### src/rtl/mem_arbiter.sv
// mem_arbiter
//   Shares a single memory port between the Icache (requester 0) and the
//   Dcache (requester 1). Grant is combinational; a priority flop alternates
//   the winner after each contested, accepted request. Accepted loads record
//   their tag's owner so returning data can be steered to the right cache.
//
// Ports
//   clock, reset                 clock, async active-low reset
//   icache_command/addr          Icache request (STORE is ignored)
//   dcache_command/addr/wdata    Dcache request
//   proc2mem_command/addr/data   request driven to memory
//   mem2proc_response            acceptance tag from memory (0 = rejected)
//   mem2proc_data/tag            load return from memory (tag 0 = none)
//   icache_/dcache_response      acceptance tag routed to the granted cache
//   icache_/dcache_data/tag      return data routed to the tag's owner
//   grant                        one-hot grant, {dcache, icache}
//   unmatched_err                sticky: a tag returned with no owner

`ifndef XLEN
`define XLEN 32
`endif
`ifndef BUS_NONE
`define BUS_NONE  2'h0
`endif
`ifndef BUS_LOAD
`define BUS_LOAD  2'h1
`endif
`ifndef BUS_STORE
`define BUS_STORE 2'h2
`endif

module mem_arbiter #(
   parameter int TAG_W = 4,
   parameter int NREQ  = 2
) (
   input  logic              clock,
   input  logic              reset,
   input  logic [1:0]        icache_command,
   input  logic [`XLEN-1:0]  icache_addr,
   input  logic [1:0]        dcache_command,
   input  logic [`XLEN-1:0]  dcache_addr,
   input  logic [63:0]       dcache_wdata,
   output logic [1:0]        proc2mem_command,
   output logic [`XLEN-1:0]  proc2mem_addr,
   output logic [63:0]       proc2mem_data,
   input  logic [TAG_W-1:0]  mem2proc_response,
   input  logic [63:0]       mem2proc_data,
   input  logic [TAG_W-1:0]  mem2proc_tag,
   output logic [TAG_W-1:0]  icache_response,
   output logic [TAG_W-1:0]  dcache_response,
   output logic [63:0]       icache_data,
   output logic [63:0]       dcache_data,
   output logic [TAG_W-1:0]  icache_tag,
   output logic [TAG_W-1:0]  dcache_tag,
   output logic [NREQ-1:0]   grant,
   output logic              unmatched_err
);

   localparam int NTAG = 1 << TAG_W;

   logic            icache_act, dcache_act;
   logic            gnt_i, gnt_d;
   logic            ret_hit, ret_owner, ret_valid_tag, load_accept;
   logic            prio_q, prio_d;
   logic            err_q, err_d;
   logic [NTAG-1:0] valid_q, valid_d;
   logic [NTAG-1:0] owner_q, owner_d;

   // Requests are masked while in reset so the bus and grant read idle.
   always_comb begin
      icache_act = reset && (icache_command == `BUS_LOAD);
      dcache_act = reset && ((dcache_command == `BUS_LOAD) ||
                             (dcache_command == `BUS_STORE));
      gnt_i = icache_act && (!dcache_act || !prio_q);
      gnt_d = dcache_act && (!icache_act ||  prio_q);
   end

   assign grant         = {gnt_d, gnt_i};
   assign unmatched_err = err_q;

   always_comb begin
      proc2mem_command = `BUS_NONE;
      proc2mem_addr    = '0;
      proc2mem_data    = '0;
      if (gnt_i) begin
         proc2mem_command = `BUS_LOAD;
         proc2mem_addr    = icache_addr;
      end else if (gnt_d) begin
         proc2mem_command = dcache_command;
         proc2mem_addr    = dcache_addr;
         proc2mem_data    = dcache_wdata;
      end
      icache_response = gnt_i ? mem2proc_response : '0;
      dcache_response = gnt_d ? mem2proc_response : '0;
   end

   always_comb begin
      ret_valid_tag = (mem2proc_tag != '0);
      ret_hit       = ret_valid_tag && valid_q[mem2proc_tag];
      ret_owner     = owner_q[mem2proc_tag];
      icache_tag    = (ret_hit && !ret_owner) ? mem2proc_tag  : '0;
      icache_data   = (ret_hit && !ret_owner) ? mem2proc_data : '0;
      dcache_tag    = (ret_hit &&  ret_owner) ? mem2proc_tag  : '0;
      dcache_data   = (ret_hit &&  ret_owner) ? mem2proc_data : '0;
   end

   always_comb begin
      load_accept = (proc2mem_command == `BUS_LOAD) && (mem2proc_response != '0);
      prio_d  = prio_q;
      err_d   = err_q;
      valid_d = valid_q;
      owner_d = owner_q;
      // Contested and accepted: hand priority to whoever lost this round.
      if (icache_act && dcache_act && (mem2proc_response != '0))
         prio_d = gnt_i;
      if (ret_hit)
         valid_d[mem2proc_tag] = 1'b0;
      else if (ret_valid_tag)
         err_d = 1'b1;
      // Applied after the free so a same-tag allocate wins.
      if (load_accept) begin
         valid_d[mem2proc_response] = 1'b1;
         owner_d[mem2proc_response] = gnt_d;
      end
   end

   always_ff @(posedge clock or negedge reset) begin
      if (!reset) begin
         prio_q  <= 1'b0;
         err_q   <= 1'b0;
         valid_q <= '0;
         owner_q <= '0;
      end else begin
         prio_q  <= prio_d;
         err_q   <= err_d;
         valid_q <= valid_d;
         owner_q <= owner_d;
      end
   end

endmodule
### config.mk
export PLATFORM = sky130hd
export DESIGN_NAME = mem_arbiter
export DESIGN_NICKNAME = d
export VERILOG_FILES = /design/src/rtl/mem_arbiter.sv
export SDC_FILE = /design/constraint.sdc
export NUM_CORES = 1
export LEC_CHECK = 0
export BUFFER_PORTS_ARGS = -buffer_cell sky130_fd_sc_hd__clkbuf_2
export CORE_AREA = 2 2 176 178
export CTS_CLUSTER_DIAMETER = 120
export CTS_CLUSTER_SIZE = 25
export DETAILED_ROUTE_END_ITERATION = 12
export DIE_AREA = 0 0 178 180
export PLACE_DENSITY = 0.43
export SYNTH_ARGS = -nofsm -noshare
export SYNTH_HDL_FRONTEND = slang
export SYNTH_SLANG_ARGS = --single-unit
export TNS_END_PERCENT = 30
### constraint.sdc
create_clock -name clock -period 3 [get_ports clock]
set_clock_uncertainty 0.05 [all_clocks]
set_input_delay 0.45 -clock clock [delete_from_list [all_inputs] [get_ports clock]]
set_output_delay 0.45 -clock clock [all_outputs]
set_load 0.02 [all_outputs]
==> results of run 1 <==
## where the power goes
| part | internal [mW] | switching (mW) |
|---|---|---|
| combinational | 0.461 | 0.663 |
| clock | 0.328 | 0.197 |
| sequential | 0.516 | 0.0346 |
## per-stage QoR
stage                     instances  setup TNS, ns  hold WS [ns]  power (mW)
after CTS                      1348              0         0.327        2.20
after global placement         1340              0         0.315        1.67
after floorplan                 519              0         0.104        1.17
after detailed placement       1340       -0.00150         0.315        1.68
final                          1350              0         0.283        2.20
after global routing           1350              0         0.331        2.33
## worst max path at each step
stage | to | slack, ns | depth (start not counted)
2_1_floorplan | icache_data[47] | 0.38 | 8
3_3_place_gp | icache_data[18] | 0.03 | 10
3_5_place_dp | icache_data[14] | -0.001 | 10
4_1_cts | icache_data[14] | 0.06 | 10
5_1_grt | icache_data[24] | 0.003 | 10
6_report | icache_data[13] | 0.11 | 10
## repair_timing
| item | 4_1_cts | 5_1_grt |
|---|---|---|
| buffers inserted | 0 | 1 |
| setup endpoints to repair | 1 | 52 |
| hold buffers | 0 | 0 |
| gates cloned | 0 | 1 |
| gates resized for setup | 1 | 9 |
## sequential cells by signal (all words and copies together) (netlist names)
register	cells
unmatched_err	1
valid_q	16
owner_q	16
prio_q	1
## kinds of logic (layout without fill, tap and decap cells)
logic type | Yosys count | after routing | share of synthesized area
AOI/OAI and AO/OA | 27 | 27 | 0.0474
xor gates and xnor gates | 2 | 2 | 0.00474
buffers and inverters | 66 | 501 | 0.0819
DFF | 34 | 34 | 0.230
muxes | 21 | 21 | 0.0884
and+or+nand+nor | 369 | 369 | 0.547
## layout make-up
type / instances / area, µm²
Fill cell: 3480 / 23500
Timing Repair Buffer: 487 / 2640
Multi-Input combinational cell: 419 / 2550
Sequential cell: 34 / 851
Tap cell: 396 / 495
Clock buffer: 6 / 139
Inverter: 6 / 23.8
Clock inverter: 2 / 12.5
## critical path: stages
cell and delay, ns:
buf_4 0.15, buf_4 0.15, mux4_2 0.51, nand3_1 0.10, and3_1 0.19, nor2b_4 0.20, buf_12 0.15, buf_12 0.15
and3_1 0.17, clkbuf_2 0.16
## layout by cell type, fill, tap and decap left out, types with 2 or more instances in the layout
| master | count |
|---|---|
| mux4_2 | 8 |
| and3_1 | 132 |
| inv_1 | 5 |
| nor2_1 | 13 |
| nand3_1 | 39 |
| dfrtp_1 | 34 |
| clkbuf_16 | 6 |
| xor2_1 | 2 |
| nand2_1 | 83 |
| nand4_1 | 2 |
| nor3_1 | 6 |
| buf_4 | 32 |
| clkbuf_2 | 444 |
| and2_1 | 76 |
| o31ai_1 | 4 |
| buf_12 | 7 |
| o21ai_0 | 10 |
| a21o_1 | 9 |
| a22oi_1 | 2 |
| buf_2 | 3 |
| clkinv_2 | 2 |
| nor2b_1 | 5 |
| nand2b_1 | 5 |
| mux2_2 | 13 |
## metal layers
layer	vias up	track usage	wire, µm
met4	2	0.0275	414
li1	2627	-	-
met5	-	0	13
met2	290	0.269	12600
met1	2405	0.169	9480
met3	17	0.0328	2220
==> key figures, run 1 <==
Floorplan
  • Chip height: 180 µm
  • Row Count: 64
  • Initial Util: 0.122
  • # IOs: 451
  • Overall die width: 178 µm
  • DIE AREA: 0.0320 mm²
  • CORE AREA: 0.0302 mm²

Timing
  • Fmax: 346 MHz
  • Final max-slew violation count: 0
  • Final Hold Vio Count: 0
  • Final Cycle Share: 0.964
  • Final setup fails: 0
  • Final min period: 2.89 ns
  • Rel. slew slack: 0.677
  • Fin worst setup slack: 0.108 ns
  • RSZ-0062 raised after global routing: false
  • Worst slew pin tran: 0.483 ns

Placed design
  • GP Congestion: 0.837
  • Post-place instance area: 0.00652 mm²
  • Hpwl dp: 21,900 µm
  • Worst slack, placed: -0.00150 ns
  • IO buf count: 450

Synth
  • Post-synthesis sequential area ratio: 0.230
  • Post-synth ARST share: 1.00
  • Cell count after synthesis: 519
  • Top cell type's share of synthesized area: 0.230
  • Top post-synthesis cells by area: dfrtp_1 23%, and3_1 22%, and2_1 13%, nand2_1 8.5%, nand3_1 5.3%
  • Library cells used by synthesis: 33
  • Yosys reg bits: 34
  • Dominant synthesized flop cell: dfrtp_1
  • Post-synth top cells: 132 x and3_1, 84 x nand2_1, 76 x and2_1
  • Synth Cell Area: 0.00370 mm²
  • Avg Cell Area, Syn: 7.12 µm²
  • Cell taking the most area after synthesis: dfrtp_1
  • Synth warn: 0
  • Mapped Nets: 725
  • Number of flops mapped to enable cells by yosys: 0
  • Cell with the most instances after synthesis: and3_1

Clocking
  • Clk Latency, worst-skew pair: 0.28 ns
  • CTS tree: built
  • H-tree depth: 2
  • Clock sink total: 34
  • Clock slew at reported path FFs: 0.06 ns
  • Root Buffer: clkbuf_16
  • Cts bufs inserted: 5
  • Max Buffers Root-to-Sink: 2

GRT
  • First-pass GRT wire length: 34,600 µm
  • Overflow after GRT: 0
  • Largest net degree at the start of global routing: 71
  • Vias in the first global route: 4,998
  • Total GRT Usage: 0.145
  • Initial antenna violation count: 2

Cells and area
  • P&R area growth vs syn: 81.8%
  • Final nets: 1,159
  • Ant. Diodes: 0
  • Layout cells sized above 1: 0.547
  • Design area: 0.00672 mm²
  • Core Util, Final: 0.223

Setup path
  • WP data required: 2.50 ns
  • FF-to-FF End: owner_q[3]$_DFFE_PN0P_
  • Max Fanout on Critical Path: 23
  • Flop-to-flop setup slack: 0.94 ns
  • R2r worst-path depth: 5
  • WS Path Type: primary input to output pin
  • Critical path capture point type: output pin
  • Critical Path Start: mem2proc_tag[0]
  • Worst r2r src: prio_q$_DFFE_PN0P_
  • Startpoint class of the critical path: primary input
  • Arr. time, crit path: 2.39 ns

Worst hold path
  • Worst hold path type: primary input to asynchronous set/reset pin

Status
  • Status: completed

Detailed routing
  • Vias per cell: 3.96
  • # DRC: 0
  • DR WL/cell: 18.3 µm
  • Drt total wl: 24,700 µm
  • ANT nets after route: 0
  • 1st-iter DRT viols: 201
  • First drt pass iteration count: 6
  • Routed via count: 5,341

Power and ir drop
  • Leakage: 4.37 nW
  • P per Cell Area: 328 mW/mm²
  • Maximum VDD drop: 0.232 mV

Run
  • Max-cap violations: 0
No activity file was read; power rests on OpenSTA's default activity.
==> inputs of run 2 (changes only) <==
Settings changed: CELL_PAD_IN_SITES_DETAIL_PLACEMENT set to 1, CELL_PAD_IN_SITES_GLOBAL_PLACEMENT set to 1, PLACE_DENSITY 0.43 to 0.6.
==> key figures, run 2 (synthesis results as in run 1) <==
Clocking
  • Root Buffer: clkbuf_16
  • Clock slew at reported path FFs: 0.06 ns (about the same)
  • Clock sink total: 34 (unchanged)
  • Clk Latency, worst-skew pair: 0.28 ns (about the same)
  • H-tree depth: 2 (unchanged)
  • CTS tree: built
  • Cts bufs inserted: 5 (unchanged)
  • Max Buffers Root-to-Sink: 2 (unchanged)
  • Hold-fix buffers, CTS: 0 (unchanged)

Placed design
  • GP Congestion: 0.763 (-8.8%)
  • Hpwl dp: 20,800 µm (-5.3%)
  • Placed cells: 1,325 (-1.1%)
  • IO buf count: 450 (unchanged)
  • Worst slack, placed: 0.0594 ns (+0.0609 ns)
  • Post-place instance area: 0.00638 mm² (-2.1%)

Detailed routing
  • Routed via count: 5,391 (+0.94%)
  • # DRC: 0 (unchanged)
  • 1st-iter DRT viols: 147 (-27%)
  • First drt pass iteration count: 4 (-2)
  • Vias per cell: 4.04 (+2.0%)
  • ANT nets after route: 0 (unchanged)
  • Drt total wl: 24,700 µm (-0.24%)
  • DR WL/cell: 18.5 µm (+0.81%)

Cells and area
  • Top flop regs: owner_q (16), valid_q (16)
  • P&R area growth vs syn: 80.5%
  • Commonest non-fill, non-tap cell in the layout: clkbuf_2
  • Layout cells sized above 1: 0.543 (-0.00462)
  • Final nets: 1,145 (-1.2%)
  • Design area: 0.00667 mm² (-0.69%)
  • Ant. Diodes: 0 (unchanged)
  • Most frequent cells in the layout: 449 x clkbuf_2, 131 x and3_1, 83 x nand2_1, 76 x and2_1, 39 x nand3_1
  • Finished Layout Cells: 1,336 (-1.0%)

GRT
  • First-pass GRT wire length: 34,200 µm (-1.2%)
  • Initial antenna violation count: 0 (-2)
  • Total GRT Usage: 0.141 (-0.00362)
  • Largest net degree at the start of global routing: 130 (+83%)
  • Vias in the first global route: 5,411 (+8.3%)
  • Overflow after GRT: 0 (unchanged)

Timing
  • Final max-slew violation count: 0 (unchanged)
  • Fmax: 343 MHz (-0.69%)
  • RSZ-0062 raised after global routing: false
  • Rel. slew slack: 0.666 (-0.0106)
  • Final min period: 2.91 ns (+0.0200 ns)
  • Final setup fails: 0 (unchanged)
  • Worst slew pin tran: 0.497 ns (+0.0143 ns)
  • Fin worst setup slack: 0.0882 ns (-0.0200 ns)
  • Setup TNS Final: 0 ns (unchanged)
  • Final Cycle Share: 0.971 (+0.00667)
  • Final Hold Vio Count: 0 (unchanged)

Power and ir drop
  • P per Cell Area: 353 mW/mm² (+7.7%)
  • Leakage: 4.33 nW (-0.92%)
  • Maximum VDD drop: 0.167 mV (-28%)

Setup path
  • Arr. time, crit path: 2.41 ns (+0.02 ns)
  • Startpoint class of the critical path: primary input
  • WS Path Type: primary input to output pin
  • Worst r2r src: prio_q$_DFFE_PN0P_
  • Flop-to-flop setup slack: 0.72 ns (-0.22 ns)
  • Critical path capture point type: output pin
  • WP data required: 2.50 ns (about the same)
  • R2r worst-path depth: 5 (unchanged)
  • Max Fanout on Critical Path: 34 (+48%)
  • FF-to-FF End: owner_q[2]$_DFFE_PN0P_

Floorplan
  • Initial Util: 0.122 (unchanged)
  • DIE AREA: 0.0320 mm² (unchanged)
  • CORE AREA: 0.0302 mm² (unchanged)
  • Row Count: 64 (unchanged)
  • Overall die width: 178 µm (unchanged)
  • Chip height: 180 µm (unchanged)
  • # IOs: 451 (unchanged)

Run
  • Max-cap violations: 0 (unchanged)

Status
  • Status: completed

Worst hold path
  • Worst hold path type: primary input to asynchronous set/reset pin
-- run 2: stage by stage --
step / utilization / hold slack (ns) / total power, mW
2_1_floorplan: - / 0.104 / 1.17
3_3_place_gp: 0.211 / 0.314 / 1.64
3_5_place_dp: 0.211 / 0.313 / 1.65
4_1_cts: 0.218 / 0.281 / 2.34
5_1_grt: 0.221 / 0.301 / 2.50
6_report: 0.221 / 0.250 / 2.35
-- run 2: layout make-up --
cell class	instances	area (µm²)
Clock buffer	5	125
Timing Repair Buffer	473	2540
Clock inverter	3	68.8
Sequential cell	34	851
Fill cell	3817	23500
Tap cell	396	495
Multi-Input combinational cell	419	2560
Inverter	6	22.5
-- run 2: how the worst max path moves through the flow --
stage / cells past startpoint / end / from / slack [ns]
finish: 11 / icache_data[47] / mem2proc_tag[0] / 0.09
global route: 11 / icache_data[47] / mem2proc_tag[0] / 0.005
global placement: 8 / icache_data[37] / mem2proc_tag[0] / 0.06
CTS: 8 / icache_data[32] / mem2proc_tag[0] / 0.06
floorplan: 8 / icache_data[47] / mem2proc_tag[0] / 0.38
detailed placement: 8 / icache_data[32] / mem2proc_tag[0] / 0.06
-- run 2: worst max-delay path, stage by stage --
cell,delay (ns)
clkbuf_4,0.16
buf_6,0.13
buf_4,0.12
mux4_2,0.49
nand3_1,0.10
and3_4,0.22
nor2b_4,0.05
buf_12,0.13
clkbuf_16,0.19
and3_1,0.20
clkbuf_2,0.16
-- run 2: repair_timing --
item / 4_1_cts / 5_1_grt
endpoints found under the setup margin: 0 / 68
buffers inserted: 0 / 1
gates resized for setup: 0 / 7
-- run 2: routing by layer --
| metal | up-vias | GRT usage | wire, µm |
|---|---|---|---|
| met5 | - | 0 | 0 |
| met2 | 273 | 0.297 | 13900 |
| met1 | 2507 | 0.140 | 8570 |
| li1 | 2604 | - | - |
| met3 | 7 | 0.0288 | 1990 |
| met4 | 0 | 0.0193 | 169 |
-- run 2: power by group --
group	leakage [nW]	total, mW	switching (mW)	internal, mW
Combinational	3.78	1.12	0.673	0.449
Sequential	0.453	0.551	0.0349	0.516
Clock	0.0940	0.679	0.202	0.477
Total	4.33	2.35	0.910	1.44
==> inputs of run 3 (changes only) <==
Settings changed: ABC_AREA set to 1, CORE_AREA 2 2 176 178 to 2 2 177 179, CTS_CLUSTER_DIAMETER 120 to 80, DIE_AREA 0 0 178 180 to 0 0 179 181, PLACE_DENSITY 0.6 to 0.63.
==> key figures, run 3 <==
Worst hold path
  • Worst hold path type: primary input to asynchronous set/reset pin

Timing
  • RSZ-0062 raised after global routing: false
  • Final Hold Vio Count: 0 (unchanged)
  • Final max-slew violation count: 0 (unchanged)
  • Fmax: 376 MHz (+9.5%)
  • Setup TNS Final: 0 ns (unchanged)
  • Final Cycle Share: 0.886 (-0.0846)
  • Final setup fails: 0 (unchanged)
  • Final min period: 2.66 ns (-0.254 ns)
  • Rel. slew slack: 0.549 (-0.117)
  • Worst slew pin tran: 0.676 ns (+0.179 ns)

Cells and area
  • Most frequent cells in the layout: 450 x clkbuf_2, 197 x nor2_1, 159 x nand2_1, 154 x inv_1, 40 x nor2_2
  • Final nets: 1,334 (+17%)
  • Fillers: 4,033 (+5.7%)
  • P&R area growth vs syn: 73.0%
  • Commonest non-fill, non-tap cell in the layout: clkbuf_2
  • Layout cells sized above 1: 0.458 (-0.0846)
  • Top flop regs: owner_q (16), valid_q (16)

Synth
  • Cell taking the most area after synthesis: dfrtp_1
  • Post-synthesis sequential area ratio: 0.225 (-0.00473)
  • Synth Cell Area: 0.00377 mm² (+2.1%)
  • Top cell type's share of synthesized area: 0.225 (-0.00473)
  • Cell with the most instances after synthesis: nor2_1
  • Library cells used by synthesis: 18 (-45%)
  • Mapped Nets: 908 (+25%)
  • Post-synth top cells: 197 x nor2_1, 160 x nand2_1, 154 x inv_1
  • Yosys reg bits: 34 (unchanged)
  • Post-synth ARST share: 1.00 (unchanged)
  • Number of flops mapped to enable cells by yosys: 0 (unchanged)
  • Cell count after synthesis: 702 (+35%)
  • Synth warn: 0 (unchanged)
  • Avg Cell Area, Syn: 5.38 µm² (-25%)
  • Top post-synthesis cells by area: dfrtp_1 23%, nor2_1 20%, nand2_1 16%, inv_1 15%, a22o_1 7.4%
  • Dominant synthesized flop cell: dfrtp_1

Clocking
  • Root Buffer: clkbuf_16
  • Clock sink total: 34 (unchanged)
  • Max Buffers Root-to-Sink: 2 (unchanged)
  • Cts bufs inserted: 5 (unchanged)
  • Clk Latency, worst-skew pair: 0.28 ns (about the same)
  • CTS tree: built
  • H-tree depth: 2 (unchanged)
  • Clock slew at reported path FFs: 0.06 ns (about the same)

Setup path
  • WP data required: 2.50 ns (about the same)
  • R2r worst-path depth: 9 (+4)
  • WS Path Type: primary input to output pin
  • Max Fanout on Critical Path: 50 (+47%)
  • Arr. time, crit path: 2.16 ns (-0.25 ns)
  • FF-to-FF End: owner_q[3]$_DFFE_PN0P_
  • Worst r2r src: prio_q$_DFFE_PN0P_
  • Flop-to-flop setup slack: 1.43 ns (+0.71 ns)
  • Critical path capture point type: output pin
  • Startpoint class of the critical path: primary input
  • Critical Path Start: mem2proc_tag[1]

GRT
  • Total GRT Usage: 0.146 (+0.00434)
  • Largest net degree at the start of global routing: 70 (-46%)
  • Overflow after GRT: 0 (unchanged)
  • Vias in the first global route: 5,676 (+4.9%)
  • Initial antenna violation count: 5 (+5)
  • First-pass GRT wire length: 35,600 µm (+4.2%)

Power and ir drop
  • Maximum VDD drop: 0.182 mV (+9.1%)
  • Total chip power: 2.27 mW (-3.6%)
  • P per Cell Area: 348 mW/mm² (-1.5%)
  • Leakage: 4.49 nW (+3.6%)

Status
  • Status: completed

Floorplan
  • CORE AREA: 0.0303 mm² (+0.53%)
  • Row Count: 64 (unchanged)
  • Overall die width: 179 µm (+0.56%)
  • # IOs: 451 (unchanged)
  • Chip height: 181 µm (+0.56%)
  • Initial Util: 0.124 (+0.00191)
  • DIE AREA: 0.0324 mm² (+1.1%)

Run
  • Max-cap violations: 0 (unchanged)

Placed design
  • IO buf count: 450 (unchanged)
  • Hpwl dp: 22,400 µm (+7.9%)
  • GP Congestion: 0.887 (+16%)

Detailed routing
  • Drt total wl: 24,800 µm (+0.77%)
  • ANT nets after route: 0 (unchanged)
  • 1st-iter DRT viols: 177 (+20%)
  • Vias per cell: 3.74 (-7.3%)
  • DR WL/cell: 16.3 µm (-12%)
  • First drt pass iteration count: 4 (unchanged)
  • # DRC: 0 (unchanged)
  • Routed via count: 5,718 (+6.1%)
## run 3: cell types whose count changed after synthesis, sizes merged, moves of 9 or more
cell    previous run  this run
and3             133         0
nor2              14       237
clkbuf            46        15
mux2              13         0
buf               14        26
nand3             39        19
inv                6       159
and2              76         0
a21o               9         0
nand2             84       161
a22o               0        32
## run 3: power by group
part	switching, mW	leakage [nW]	internal, mW	total (mW)
clock	0.198	0.0729	0.329	0.527
combinational	0.781	3.97	0.380	1.16
sequential	0.0474	0.445	0.534	0.581
total	1.03	4.49	1.24	2.27
## run 3: layout make-up
class / instances / area (µm²) / area share
Antenna cell: 3 / 7.51 / 0.00115
Sequential cell: 34 / 851 / 0.130
Tap cell: 396 / 495 / 0.0759
Clock inverter: 2 / 12.5 / 0.00192
Timing Repair Buffer: 460 / 2340 / 0.359
Clock buffer: 6 / 139 / 0.0213
Inverter: 159 / 597 / 0.0914
Multi-Input combinational cell: 468 / 2080 / 0.319
## run 3: cells by family (layout without fill, tap and decap cells)
logic type | after synthesis | after routing | synth area share
compound gates | 51 | 51 | 0.100
buf+inv | 200 | 627 | 0.223
flops | 34 | 34 | 0.225
other cells | 0 | 3 | 0
simple gates | 417 | 417 | 0.451
## run 3: how the worst max path moves through the flow
stage	slack, ns	to
finish	0.34	icache_data[29]
global route	0.15	icache_data[24]
CTS	0.19	icache_data[40]
detailed placement	0.19	icache_data[40]
global placement	0.26	icache_data[36]
floorplan	0.80	icache_data[43]
## run 3: through the flow
step	util	setup WS [ns]	cell area [µm²]	std cells	hold WS (ns)
floorplan	-	0.803	3770	702	0.104
global placement	0.210	0.259	6360	1517	0.318
detailed placement	0.210	0.192	6360	1517	0.323
CTS	0.215	0.193	6520	1525	0.300
global route	0.215	0.150	6520	1526	0.333
finish	0.215	0.342	6530	1528	0.274
## run 3: repair_timing
item | in CTS | in global routing
hold buffers | 0 | 0
gates resized for setup | 0 | 1
buffers inserted | 0 | 0
endpoints found under the setup margin | 0 | 1
## run 3: critical path, cell delays in order
cell and delay (ns):
clkbuf_2 0.19, inv_1 0.33, nand2_1 0.11, nand2_1 0.07, nand2_1 0.05, nand2_1 0.10, nor2_1 0.06, nand3_2 0.12
buf_6 0.36, nor2_1 0.09, clkbuf_2 0.17
## run 3: metal layers
layer	up-vias	track usage	routed length [µm]
met1	2542	0.165	9670
met3	14	0.0303	2070
li1	2873	-	-
met4	0	0.0133	185
met2	289	0.284	12900
met5	-	0	0
